$ cat src/rtl/hamming_pkg.sv
// rtl/hamming_pkg.sv - shared constants, syndrome type and syndrome helper for the (11,7) Hamming code
package hamming_pkg;

    localparam int CODE_W = 11;
    localparam int DATA_W = 7;
    localparam int SYN_W  = 4;

    typedef logic [SYN_W-1:0] syn_t;

    // Parity sits at positions 1, 2, 4 and 8; the encoder uses the same mask.
    localparam logic [CODE_W:1] PAR_MASK = 11'h08B;

    // Syndrome bit k covers every position whose index has bit k set.
    localparam logic [CODE_W:1] SYN_MASK0 = 11'h555;
    localparam logic [CODE_W:1] SYN_MASK1 = 11'h666;
    localparam logic [CODE_W:1] SYN_MASK2 = 11'h078;
    localparam logic [CODE_W:1] SYN_MASK3 = 11'h780;

    function automatic syn_t calc_syn(input logic [CODE_W:1] code);
        return {^(code & SYN_MASK3), ^(code & SYN_MASK2),
                ^(code & SYN_MASK1), ^(code & SYN_MASK0)};
    endfunction

endpackage

$ cat src/rtl/hamming_correct.sv
// rtl/hamming_correct.sv - combinational single-bit correction and data extraction
module hamming_correct
    import hamming_pkg::*;
(
    input  logic [CODE_W:1] code,
    input  syn_t            syn,
    output logic [DATA_W:1] data,
    output logic            corr,
    output logic            uncorr
);

    localparam logic [CODE_W:1] ONE_HOT = {{(CODE_W-1){1'b0}}, 1'b1};

    logic [CODE_W:1] flip;
    logic [CODE_W:1] fixed;

    always_comb begin
        corr   = (syn != '0) && (syn <= SYN_W'(CODE_W));
        uncorr = (syn > SYN_W'(CODE_W));
        flip   = corr ? (ONE_HOT << (syn - 1'b1)) : '0;
        fixed  = code ^ flip;
        data   = {fixed[11], fixed[10], fixed[9], fixed[7], fixed[6], fixed[5], fixed[3]};
    end

endmodule

$ cat src/rtl/hamming_dec.sv
// rtl/hamming_dec.sv - two-stage pipelined Hamming(11,7) decoder with saturating error counters
module hamming_dec
    import hamming_pkg::*;
#(
    parameter int CNT_W = 16
) (
    input  logic              clk,
    input  logic              rst_n,
    input  logic              in_valid,
    output logic              in_ready,
    input  logic [CODE_W:1]   in_code,
    output logic              out_valid,
    input  logic              out_ready,
    output logic [DATA_W:1]   out_data,
    output logic [SYN_W-1:0]  out_syn,
    output logic              out_corr,
    output logic              out_uncorr,
    input  logic              cnt_clr,
    output logic [CNT_W-1:0]  corr_cnt,
    output logic [CNT_W-1:0]  uncorr_cnt
);

    logic            s1_valid;
    logic [CODE_W:1] s1_code;
    syn_t            s1_syn;
    logic            s2_advance;
    logic            out_fire;
    logic [DATA_W:1] fix_data;
    logic            fix_corr;
    logic            fix_uncorr;

    assign s2_advance = !out_valid || out_ready;
    assign in_ready   = !s1_valid || s2_advance;
    assign out_fire   = out_valid && out_ready;

    always_ff @(posedge clk or negedge rst_n) begin
        if (!rst_n) begin
            s1_valid <= 1'b0;
            s1_code  <= '0;
            s1_syn   <= '0;
        end else if (in_ready) begin
            s1_valid <= in_valid;
            if (in_valid) begin
                s1_code <= in_code;
                s1_syn  <= calc_syn(in_code);
            end
        end
    end

    hamming_correct u_correct (
        .code   (s1_code),
        .syn    (s1_syn),
        .data   (fix_data),
        .corr   (fix_corr),
        .uncorr (fix_uncorr)
    );

    // Output registers only load on a new word, so they hold under backpressure.
    always_ff @(posedge clk or negedge rst_n) begin
        if (!rst_n) begin
            out_valid  <= 1'b0;
            out_data   <= '0;
            out_syn    <= '0;
            out_corr   <= 1'b0;
            out_uncorr <= 1'b0;
        end else if (s2_advance) begin
            out_valid <= s1_valid;
            if (s1_valid) begin
                out_data   <= fix_data;
                out_syn    <= s1_syn;
                out_corr   <= fix_corr;
                out_uncorr <= fix_uncorr;
            end
        end
    end

    always_ff @(posedge clk or negedge rst_n) begin
        if (!rst_n) begin
            corr_cnt   <= '0;
            uncorr_cnt <= '0;
        end else if (cnt_clr) begin
            corr_cnt   <= '0;
            uncorr_cnt <= '0;
        end else begin
            if (out_fire && out_corr && (corr_cnt != '1))
                corr_cnt <= corr_cnt + CNT_W'(1);
            if (out_fire && out_uncorr && (uncorr_cnt != '1))
                uncorr_cnt <= uncorr_cnt + CNT_W'(1);
        end
    end

endmodule
$ cat config.mk
export PLATFORM = sky130hd
export DESIGN_NAME = hamming_dec
export DESIGN_NICKNAME = d
export VERILOG_FILES = /design/src/rtl/hamming_pkg.sv /design/src/rtl/hamming_correct.sv /design/src/rtl/hamming_dec.sv
export SDC_FILE = /design/constraint.sdc
export NUM_CORES = 1
export LEC_CHECK = 0
export BUFFER_PORTS_ARGS = -buffer_cell sky130_fd_sc_hd__buf_2
export CAP_MARGIN = 20
export CORE_UTILIZATION = 49
export CTS_CLUSTER_DIAMETER = 40
export DETAILED_ROUTE_END_ITERATION = 12
export MAX_ROUTING_LAYER = met4
export PLACE_DENSITY = 0.76
export SYNTH_ARGS = -nofsm -noshare
export SYNTH_HDL_FRONTEND = slang
export SYNTH_SLANG_ARGS = --single-unit
$ cat constraint.sdc
create_clock -name clk -period 1.69 [get_ports clk]
set_input_delay 0.338 -clock clk [delete_from_list [all_inputs] [get_ports clk]]
set_output_delay 0.338 -clock clk [all_outputs]
set_load 0.02 [all_outputs]
==> results.md, run 1 <==
Run status:
- The flow ran to the end, and the final reports show no timing, DRC or antenna violations.

Setup path:
- The library cell contributing the largest single delay on the critical path is sky130_fd_sc_hd__or4_1.
- The worst setup path is launched from a flop.
- The sort of element at the end of the critical path is a flop.
- The critical path startpoint is corr_cnt[0].
- In this run the worst path has a maximum fanout of 8.
- The number of buffers and inverters on the critical path is 1.
- For this run, the slowest stage of the critical path takes 0.46 ns.
- Broken down by cell family, the worst path's largest delay share belongs to simple AND/OR/NAND/NOR gates.
- The critical path is of the reg2reg type.
- The worst endpoint data arrival time is 1.95 ns.
- The reg-to-reg startpoint is corr_cnt[0].
- At the worst endpoint, the required time is between 1.5 and 2 ns.
- The signal on the critical path passes through ha_4, nand4_1, nor3_4, buf_6, or4_1, a21oi_1.

Yosys:
- The commonest cells after synthesis are sky130_fd_sc_hd__dfrtp_1 (58), sky130_fd_sc_hd__nand2_1 (31), sky130_fd_sc_hd__a21oi_1 (19), sky130_fd_sc_hd__mux2_2 (19).
- The complex-gate fraction of the synthesized area is about an eighth.
- Ranked by total cell area, the synthesized netlist is headed by sky130_fd_sc_hd__dfrtp_1 (47%), sky130_fd_sc_hd__mux2_2 (6.9%), sky130_fd_sc_hd__xnor2_1 (4.5%).
- The main flop type after synthesis is sky130_fd_sc_hd__dfrtp_1.
- The share of synthesized cell area in and, or, nand and nor gates is ~23%.
- A synthesized cell averages 10.1 um2.
- Synthesis produced a netlist whose cell count is a little over 300.
- The adder-cell area share of the yosys netlist is less than 1%.
- The share of synthesized area occupied by flip-flops and latches is a little under half.
- The netlist area before placement is around 3100 um2.
- The number of enable-type register cells in the synthesized netlist is 0.
- The number of distinct library cells after synthesis is 47.
- The largest total area in the synthesized netlist belongs to sky130_fd_sc_hd__dfrtp_1.
- The total of warnings raised by yosys is 0.
- Of the post-synthesis cell area, the part taken by muxes is under 10%.
- The top cell type's share of synthesized area is between 40% and 50%.
- In this run, synthesis produced a sequential element count of 58.
- After synthesis, the share of flip-flops with an asynchronous set or reset is 100%.
- Among all cell types in the netlist, the one instantiated most often is sky130_fd_sc_hd__dfrtp_1.
- By area, the combinational part of the netlist is dominated by simple AND/OR/NAND/NOR gates.
- The xor and xnor fraction of the mapped netlist area is under 10%.
- The net count of the mapped netlist is between 300 and 400.

STA:
- The number of max-slew violations in the final report is 0.
- The maximum operating frequency is 0.594 GHz.
- The final setup skew is 0.00879 ns.
- The number of setup violations in the final report is 0.
- The minimum clock period is around 1.7 ns.
- Dividing the final minimum period by the clock period gives ~100%.
- The final hold violation count is 0.
- Setup repair after global routing could not meet its margin everywhere.
- Setup slack on the critical path of the routed design comes to roughly 0.0067 ns.
- In this run the tightest slew margin relative to its limit is roughly two thirds.
- The transition time of the tightest slew-check pin is 0.471 ns.

Global routing:
- The first global-routing pass estimated roughly 12 mm of wire.
- The number of global-route vias before repair is around 2600.
- The pin count of the biggest net entering global routing is 42.
- For this run, global-route usage on met1 was measured as between 20 and 30%.
- The initial antenna violation count came to 0.
- The total overflow reported by the global router is 0.
- For this run, the total global-route usage over all layers was measured as about 25%.
- For met2 alone, demand over resource in global routing was between 30% and 40%.
- For this run, global-route usage on met3 was measured as about 4.7%.
- The most heavily used metal layer in global routing is met2.

Cells and area:
- The total non-filler cell area in the finished layout is 4110 um2.
- The post-synthesis to final-layout area growth is 33.2%.
- At the end of the flow, the number of nets in the layout was approximately 420.
- The layout has approximately 460 filler cells.
- The number of antenna diodes in the final layout is 0.
- Cells with a size suffix above 1 make up a little over two fifths of the layout.

Power:
- The power per standard cell area is roughly 960 nW/um2.
- The maximum resistive drop on vdd is 0.742 mV.
- Summed over all cells, the static leakage comes to about 1.8 nW.

Placement:
- Detailed placement ended at an HPWL of between 5 and 6 mm.
- The count of input and output buffers is a little over 60.
- Timing analysis after detailed placement gives a worst setup slack of -0.0421 ns.
- The placed instance area is 3750 um2.
- At the end of routability-driven placement, the weighted congestion stood at roughly 0.83.

Clock tree:
- The H-tree was split into 3 levels.
- CTS placed an instance of sky130_fd_sc_hd__clkbuf_8 at the clock tree root.
- The insertion delay of the later-clocked pin in the worst-skew pair is 0.34 ns.
- Clock-pin slew was measured on the worst setup and hold paths at 0.07 ns.
- Clock tree synthesis inserted a total of 9 buffers.
- The TritonCTS clock tree is yes.
- The deepest clock path buffer count is 2.
- The CTS sink count is 58.

Route:
- After detailed routing, the number of remaining DRC violations is 0.
- The remaining antenna violation count after routing is 0.
- The detailed-route wire length is between 7 and 8 mm.
- The number of iterations in the first detailed-routing pass is 4.
- In the final routed layout, each cell accounts on average for 15.4 um.
- For this block, the initial DRC count from the detailed router was 186.
- The total via count after detailed routing is approximately 2800.
- In the routed layout, each cell is associated on average with a via count of between 5 and 6.

Die:
- The number of top-level design ports is between 60 and 70.
- Once the floorplan was initialized, standard cells occupied 51.5% of the core.
- The placeable core area is 5990 um2.
- The floorplan step defined a die boundary enclosing 6620 um2.
- The horizontal die dimension is ~81 um.
- The number of cell rows is 28.
- The die outline height is 81.4 um.

Min path:
- The startpoint identified for the worst hold timing path is in_valid.
- The type of the worst min-delay path is in2reg.

Flow run:
- The max-cap violation count is 0.
[metrics by stage]
step / TNS [ns] / power (mW) / util [%] / hold WS (ns) / instances
floorplan: -0.0890 / 2.14 / - / 0.0424 / 305
global placement: 0 / 2.40 / 62.6 / 0.309 / 461
detailed placement: -0.0991 / 2.42 / 62.6 / 0.313 / 461
CTS: 0 / 3.95 / 66.8 / 0.201 / 478
global route: -0.203 / 4.10 / 68.7 / 0.210 / 484
finish: 0 / 3.93 / 68.7 / 0.213 / 484
[state kept, by name, summed over array words and instances (netlist names)]
register    flops
out_data        7
out_syn         4
s1_valid        1
out_valid       1
out_uncorr      1
uncorr_cnt     16
corr_cnt       16
s1_syn          4
s1_code         7
out_corr        1
[path summary, 6_finish.rpt]
kind                                   to  slack [ns]  cells after the start
max                           corr_cnt[7]       0.007                      6
min                              s1_valid        0.21                      2
max reg2reg                   corr_cnt[7]       0.007                      6
min reg2reg                   out_data[6]        0.48                      2
max in group asynchronous     corr_cnt[4]        0.61                      3
min in group asynchronous  uncorr_cnt[12]        0.48                      2
[power breakdown]
| group | switching [mW] | total [mW] | internal, mW | leakage [nW] |
|---|---|---|---|---|
| registers | 0.154 | 1.70 | 1.54 | 0.728 |
| clock network | 0.573 | 1.52 | 0.948 | 0.119 |
| logic | 0.387 | 0.714 | 0.327 | 0.976 |
| total | 1.11 | 3.93 | 2.82 | 1.82 |
[worst register-to-register path, stage by stage, from the launching register on]
cell,delay (ns)
sky130_fd_sc_hd__dfrtp_2,0.45
sky130_fd_sc_hd__ha_4,0.17
sky130_fd_sc_hd__nand4_1,0.15
sky130_fd_sc_hd__nor3_4,0.07
sky130_fd_sc_hd__buf_6,0.14
sky130_fd_sc_hd__or4_1,0.47
sky130_fd_sc_hd__a21oi_1,0.16
[area by class of cell]
| cell class | instances | area [um2] | area share [%] |
|---|---|---|---|
| clock inverters | 4 | 72.6 | 1.76 |
| clock buffers | 12 | 165 | 4.02 |
| inverters | 4 | 15.0 | 0.365 |
| flip-flops and latches | 58 | 1480 | 35.9 |
| repair buffers | 105 | 668 | 16.2 |
| multi-input cells | 226 | 1620 | 39.5 |
| well taps | 75 | 93.8 | 2.28 |
[layout by cell type, fill, tap and decap left out, drive strengths merged, types with 3 or more instances in the layout]
cell type | synthesis | final
a21oi | 19 | 19
o311ai | 3 | 3
nor4bb | 4 | 4
clkbuf | 13 | 12
or3 | 5 | 5
nor2b | 9 | 9
mux2 | 19 | 19
nand4 | 14 | 14
nor2 | 11 | 11
xor2 | 5 | 5
dfrtp | 58 | 58
buf | 4 | 104
o41ai | 4 | 4
or4 | 12 | 12
nand2b | 3 | 3
nor4 | 5 | 5
and3 | 5 | 5
nand3 | 9 | 9
o31ai | 10 | 10
a211oi | 3 | 3
xnor2 | 16 | 16
nor3 | 4 | 4
inv | 4 | 4
nand2 | 31 | 31
o21ai | 16 | 16
[cell families after synthesis]
| family | Yosys count |
|---|---|
| AOI/OAI and AO/OA | 63 |
| DFF | 58 |
| and+or+nand+nor | 119 |
| muxes | 21 |
| xor gates and xnor gates | 21 |
| buffers and inverters | 21 |
| adders and majority gates | 2 |
[repair_timing]
| item | in CTS | in global routing |
|---|---|---|
| endpoints found under the setup margin | 0 | 19 |
| setup buffers | 0 | 7 |
| hold endpoints to repair | 17 | 0 |
| hold buffers | 1 | 0 |
| resized for setup | 0 | 18 |
[routing by layer]
layer  up-vias  routed length, um  part of all wire (%)
met5         -                  0                     0
met4         0                147                   2.0
met3        18                386                   5.2
met2        77               3750                    50
met1      1368               3170                    43
li1       1338                  -                     -
(Power assumes the default switching activity.)
==> run 2, diff against run 1 <==
--- a/config.mk
+++ b/config.mk
@@ -7,11 +7,13 @@
 export LEC_CHECK = 0
 export BUFFER_PORTS_ARGS = -buffer_cell sky130_fd_sc_hd__buf_2
 export CAP_MARGIN = 20
-export CORE_UTILIZATION = 49
-export CTS_CLUSTER_DIAMETER = 40
+export CORE_MARGIN = 8
+export CORE_UTILIZATION = 51
+export CTS_BUF_LIST = sky130_fd_sc_hd__clkbuf_8
+export CTS_CLUSTER_DIAMETER = 200
 export DETAILED_ROUTE_END_ITERATION = 12
 export MAX_ROUTING_LAYER = met4
-export PLACE_DENSITY = 0.76
+export PLACE_DENSITY = 0.79
 export SYNTH_ARGS = -nofsm -noshare
 export SYNTH_HDL_FRONTEND = slang
 export SYNTH_SLANG_ARGS = --single-unit
==> results.md, run 2 (synthesized netlist as in run 1, its figures left out) <==
Placement:
- The count of input and output buffers is a little over 60.
- The weighted congestion at the end of routability-driven global placement is 0.803.
- At the placement stage, the worst setup path has a slack of -0.0512 ns.
- The HPWL after detailed placement is 5.43 mm.

Clock tree:
- The clock-pin slew of the registers on the worst-case setup and hold paths is approximately 0.07 ns.
- The H-tree depth is 3.
- The TritonCTS clock tree is yes.
- The insertion delay of the later-clocked pin in the worst-skew pair is around 0.34 ns.
- The root buffer cell chosen for the clock tree is sky130_fd_sc_hd__clkbuf_8.
- TritonCTS created 9 clock buffers.
- The CTS sink count is 58.
- The deepest clock path buffer count is 2.

Cells and area:
- The number of antenna repair diodes is 0.
- In the final layout, the registers with the most flip-flops are corr_cnt x16, uncorr_cnt x16.
- The total number of nets in the final design is ~420.
- Cells with a size suffix above 1 make up a little over two fifths of the layout.
- The library cells used most frequently in the layout, excluding fill and tap cells, are sky130_fd_sc_hd__buf_2 (63), sky130_fd_sc_hd__dfrtp_1 (39), sky130_fd_sc_hd__buf_4 (39), sky130_fd_sc_hd__nand2_1 (31).
- The post-synthesis to final-layout area growth is 34.2%.
- The most frequent standard cell in the layout excluding fill and tap cells is sky130_fd_sc_hd__buf_2.

STA:
- The number of setup violations in the final report is 0.
- The post-route fraction of the period consumed by the critical path is ~99%.
- Setup repair after global routing could not meet its margin everywhere.
- The number of max-slew violations in the final report is 0.
- Timing would allow up to 0.599 GHz.
- The minimum clock period is approximately 1.7 ns.
- The worst path meets setup with just under 0.02 ns of slack.
- The final setup skew is just over 0.009 ns.
- The transition time of the tightest slew-check pin is around 0.53 ns.
- The worst max-slew margin expressed relative to the limit is between 60 and 70%.
- The final hold violation count is 0.

Setup path:
- Of all nets on the critical path, the largest fanout is 4.
- The startpoint-to-endpoint class of the critical path is reg2reg.
- The most critical setup path has its startpoint at uncorr_cnt[1].
- The reg-to-reg startpoint is uncorr_cnt[1].
- The worst setup path is launched from a flop.
- The sort of element at the end of the critical path is a flop.
- Setup slack on the worst reg-to-reg path comes out at between 0.015 and 0.02 ns.
- STA puts the critical path data required time at 1.92 ns.
- The worst endpoint data arrival time is 1.90 ns.
- The worst reg2reg path depth is 5.

Global routing:
- The met2 usage is 30.3%.
- For this run, global-route usage on met3 was measured as 5.04%.
- The first global-routing pass estimated ~13 mm of wire.
- Global routing finished with a remaining overflow of 0.
- Global routing used between 10% and 20% of the available tracks.
- met2 is the most crowded layer.
- Global routing used between 20% and 30% of the available met1 tracks.
- Entering global routing, the biggest net connects 59 pins.
- The number of global-route vias before repair is between 2000 and 3000.
- The initial antenna violation count is 0.

Power:
- The worst-case IR drop observed on VDD is 0.795 mV.
- In this run the static leakage power is about 1.8 nW.
- The power per standard cell area is roughly 950 nW/um2.
- After layout, the design draws a total of between 3 and 4 mW.

Route:
- The pre-antenna-repair detailed-routing pass consisted of 4 iterations.
- The via density per instance is slightly below 6.
- The count of unresolved DRC violations after routing is 0.
- The detailed-route wire length is between 7 and 8 mm.
- The remaining antenna violation count after routing is 0.
- The violation count after the first detailed-route iteration is 141.
- Detailed routing inserted a total of between 2000 and 3000 vias.
- The wire length per cell after detailed routing is between 15 and 20 um.

Die:
- The die is ~94 um tall.
- The horizontal die dimension is approximately 94 um.
- The die covers between 8000 and 9000 um2.
- The floorplan has 28 rows.
- The placeable core area is just under 6000 um2.
- The number of top-level design ports is 63.
- The initial core utilization is around 52%.

Run status:
- The run finished with clean final reports.

Min path:
- Counting instances, the worst hold path has a depth of 2.
- The launch instance of the worst min-delay path is in_valid.
- The type of the worst min-delay path is in2reg.

Flow run:
- The max-cap violation count is 0.
==> run 2: area by class of cell <==
| type | count | area, um2 |
|---|---|---|
| clock inverter | 7 | 109 |
| sequential | 58 | 1480 |
| tap | 75 | 93.8 |
| multi-input combinational | 226 | 1650 |
| timing repair buffer | 107 | 681 |
| clock buffer | 9 | 124 |
| inverter | 4 | 15.0 |
| fill | 437 | 1740 |
==> run 2: stage by stage <==
stage / cells / setup TNS [ns] / hold slack, ns / cell area, um2 / utilization [%]
finish: 486 / 0 / 0.202 / 4140 / 70.4
global route: 486 / -0.209 / 0.192 / 4140 / 70.4
floorplan: 305 / -0.0890 / 0.0424 / 3150 / -
detailed placement: 458 / -0.0868 / 0.368 / 3730 / 63.4
global placement: 458 / 0 / 0.368 / 3730 / 63.4
CTS: 475 / 0 / 0.188 / 3970 / 67.5
==> run 2: final timing paths <==
kind                                   to
setup / recovery            uncorr_cnt[0]
hold / removal                   s1_valid
setup reg to reg            uncorr_cnt[0]
hold reg to reg               out_data[2]
max in group asynchronous   uncorr_cnt[3]
min in group asynchronous  uncorr_cnt[14]
==> run 2: metal layers <==
layer | part of all wire, % | wire [um]
met1 | 42 | 3270
met2 | 51 | 3980
met3 | 5.9 | 466
met4 | 2.0 | 154
met5 | 0 | 0
==> run 2: worst max-delay path, cell delays in order (launching register included) <==
cell                      delay, ns
sky130_fd_sc_hd__dfrtp_1       0.41
sky130_fd_sc_hd__ha_4          0.18
sky130_fd_sc_hd__nand4_1       0.15
sky130_fd_sc_hd__nor4_4        0.40
sky130_fd_sc_hd__nor2b_1       0.13
sky130_fd_sc_hd__mux2_2        0.29
==> run 2: what timing repair did <==
action	CTS	global route
gates resized for setup	0	21
hold buffers	1	0
hold endpoints to repair	32	0
buffers inserted	0	10
endpoints found under the setup margin	0	20
==> run 2: report_power, final <==
part / switching (mW) / internal (mW) / total, mW
clock network: 0.565 / 0.966 / 1.53
logic: 0.386 / 0.322 / 0.708
registers: 0.151 / 1.54 / 1.69
==> run 3, diff against run 2 <==
--- a/config.mk
+++ b/config.mk
@@ -5,6 +5,7 @@
 export SDC_FILE = /design/constraint.sdc
 export NUM_CORES = 1
 export LEC_CHECK = 0
+export ABC_CLOCK_PERIOD_IN_PS = 1690
 export BUFFER_PORTS_ARGS = -buffer_cell sky130_fd_sc_hd__buf_2
 export CAP_MARGIN = 20
 export CORE_MARGIN = 8
@@ -13,7 +14,7 @@
 export CTS_CLUSTER_DIAMETER = 200
 export DETAILED_ROUTE_END_ITERATION = 12
 export MAX_ROUTING_LAYER = met4
-export PLACE_DENSITY = 0.79
+export PLACE_DENSITY_LB_ADDON = 0.05
 export SYNTH_ARGS = -nofsm -noshare
 export SYNTH_HDL_FRONTEND = slang
 export SYNTH_SLANG_ARGS = --single-unit
==> results.md, run 3 (synthesized netlist as in run 1, its figures left out) <==
Clock tree:
- The H-tree depth is 3.
- The clock-pin slew of the registers on the worst-case setup and hold paths is 0.07 ns.
- The later pin in the worst-skew pair is clocked with a latency of around 0.34 ns.
- CTS saw 58 sinks.
- In this run, CTS created clock tree buffers numbering 9.
- The root buffer cell is sky130_fd_sc_hd__clkbuf_8.
- The clock passes through at most 2 buffers.
- TritonCTS built the clock tree.
- The total of hold buffers inserted after clock tree synthesis is 0.

Setup path:
- The critical-path maximum fanout is 8.
- The data required time of the critical path is between 1.5 and 2 ns.
- Counting cells, the worst reg-to-reg path comes to 6.
- The critical path in this run is classified as reg2reg.
- The reg-to-reg startpoint is uncorr_cnt[1].
- The setup check on the worst reg-to-reg path leaves a slack of ~0.048 ns.
- The worst setup path is captured at a flop.
- In this design, the stage delay of the slowest critical-path cell is around 0.48 ns.
- The reg-to-reg critical path endpoint is uncorr_cnt[9].
- The worst setup path is launched from a flop.
- The worst endpoint data arrival time is roughly 1.9 ns.
- The slowest stage of the critical path belongs to the cell sky130_fd_sc_hd__or4_4.
- The critical path goes through ha_4, nand4_1, nor4_4, buf_4, or4_4, a21oi_2.

Cells and area:
- Fill cells in the final layout number between 400 and 500.
- The largest registers in the layout are corr_cnt x16, uncorr_cnt x16.
- Once layout is complete, the cells apart from fillers number 491.
- Cells with a size suffix above 1 make up roughly 45% of the layout.
- In the layout the commonest cells are sky130_fd_sc_hd__buf_2 (62), sky130_fd_sc_hd__buf_4 (48), sky130_fd_sc_hd__dfrtp_1 (40), sky130_fd_sc_hd__nand2_1 (31), sky130_fd_sc_hd__mux2_2 (19).
- The number of antenna repair diodes is 0.
- The total non-filler cell area in the finished layout is roughly 4100 um2.
- The library cell used most frequently in the layout, excluding fill and tap cells, is sky130_fd_sc_hd__buf_2.
- The post-synthesis to final-layout area growth is 32.5%.
- The total number of nets in the final design is around 430.

STA:
- The transition time of the tightest slew-check pin is 0.519 ns.
- After layout, the worst setup slack is about 0.048 ns.
- In the finished design, the share of the clock period the worst path needs comes to between 90% and 100%.
- Hold timing on the final database bottoms out at a slack of -0.00540 ns.
- The number of max-slew violations in the final report is 0.
- Setup violations remaining at the end of the flow were counted as 0.
- Static timing analysis puts the maximum clock frequency at 0.609 GHz.
- The final setup skew is between 0.009 and 0.01 ns.
- The minimum clock period is approximately 1.6 ns.
- Summed over all failing endpoints, the final setup total negative slack is 0 ns.
- Measured against its own limit, the worst slew margin works out to around two thirds.
- The final hold violation count is 3.

Placement:
- Once placement completed, the tool counted placed cells totaling between 400 and 500.
- Once detailed placement completed, the half-perimeter wirelength came to around 5.6 mm.
- At the placement stage, the worst setup path has a slack of -0.106 ns.
- In this run the cell area measured after placement is roughly 3800 um2.
- The weighted congestion at the end of routability-driven global placement is about 0.89.
- The count of input and output buffers is 62.

Route:
- The via density per instance is between 5 and 6.
- The wire length per cell after detailed routing is about 16 um.
- The total via count after detailed routing is 2821.
- The number of iterations in the first detailed-routing pass is 4.
- The detailed-route wire length is roughly 8.0 mm.
- The first routing iteration left 132 violations.
- The remaining antenna violation count after routing is 0.
- The count of unresolved DRC violations after routing is 0.

Global routing:
- The initial antenna violation count is 0.
- Entering global routing, the biggest net connects around 60 pins.
- The number of global-route vias before repair is between 2000 and 3000.
- The total overflow reported by the global router is 0.
- In the global route stage, overall resource usage came out at around a fifth.
- The first global-routing pass estimated ~13 mm of wire.

Run status:
- The run finished, with violations left.
- The checks that failed: negative hold slack.

Die:
- The number of top-level design ports is 63.
- The die covers just under 9000 um2.
- The core region is just under 6000 um2.
- The die outline height is approximately 94 um.
- The initial utilization of the core area, before any placement, comes to between 50 and 60%.
- The floorplan has 28 rows.
- The horizontal die dimension is around 94 um.

Power:
- VDD sags by at most 0.619 mV.
- The power per standard cell area is about 850 nW/um2.
- For this design the static power due to leakage is 1.84 nW.

Flow run:
- The max-cap violation count is 0.

Min path:
- The type of the worst min-delay path is in2async.
[run 3: changes by cell type in the layout (fill, tap and decap cells not counted), sizes merged]
cell / before / now
buf: 106 / 112
bufinv: 3 / 0
clkbuf: 9 / 10
dlygate4sd3: 1 / 0
inv: 5 / 7
[run 3: how the worst max path moves through the flow]
stage	from	endpoint	slack [ns]	depth (start not counted)
2_1_floorplan	corr_cnt[0]	corr_cnt[7]	-0.05	7
3_3_place_gp	uncorr_cnt[1]	uncorr_cnt[0]	-0.06	5
3_5_place_dp	uncorr_cnt[1]	uncorr_cnt[0]	-0.11	5
4_1_cts	uncorr_cnt[1]	uncorr_cnt[9]	0.01	6
5_1_grt	corr_cnt[0]	corr_cnt[6]	-0.01	6
6_report	uncorr_cnt[1]	uncorr_cnt[9]	0.05	6
[run 3: report_power, final]
group | total, mW | switching, mW | internal, mW | leakage (nW)
clock network | 1.09 | 0.546 | 0.548 | 0.0996
logic | 0.690 | 0.383 | 0.307 | 1.01
registers | 1.69 | 0.145 | 1.54 | 0.730
[run 3: per-layer routing]
layer / part of all wire, % / up-vias / wire length [um] / track usage (%)
met5: 0 / - / 0 / -
met4: 1.8 / 0 / 141 / 7.66
met2: 49 / 83 / 3880 / 29.7
met3: 4.8 / 14 / 385 / 5.20
met1: 45 / 1373 / 3550 / 23.0
li1: - / 1351 / - / -
[run 3: critical path, delay by kind of cell (launching register included)]
family                     cells  cell delay, ns
DFF                            1            0.41
and+or+nand+nor                3            0.69
buffers and inverters          1            0.16
AOI/OAI and AO/OA              1            0.12
adders and majority gates      1            0.20
[run 3: metrics by stage]
step / util [%] / total power, mW
floorplan: - / 2.14
global placement: 64.4 / 2.39
detailed placement: 64.4 / 2.41
CTS: 67.4 / 3.51
global route: 69.5 / 3.67
finish: 69.5 / 3.47
[run 3: repair_timing]
action	CTS	global route
setup buffers	1	6
gates resized for setup	1	21
endpoints found under the setup margin	2	25
cloned	0	0
pin swaps	1	6
[run 3: layout make-up]
class	count	area, um2	area share, %
repair buffers	112	702	17.2
clock buffers	10	138	3.36
well taps	75	93.8	2.29
multi-input cells	226	1640	40.1
flip-flops and latches	58	1470	36.0
clock inverters	6	26.3	0.642
inverters	4	15.0	0.367
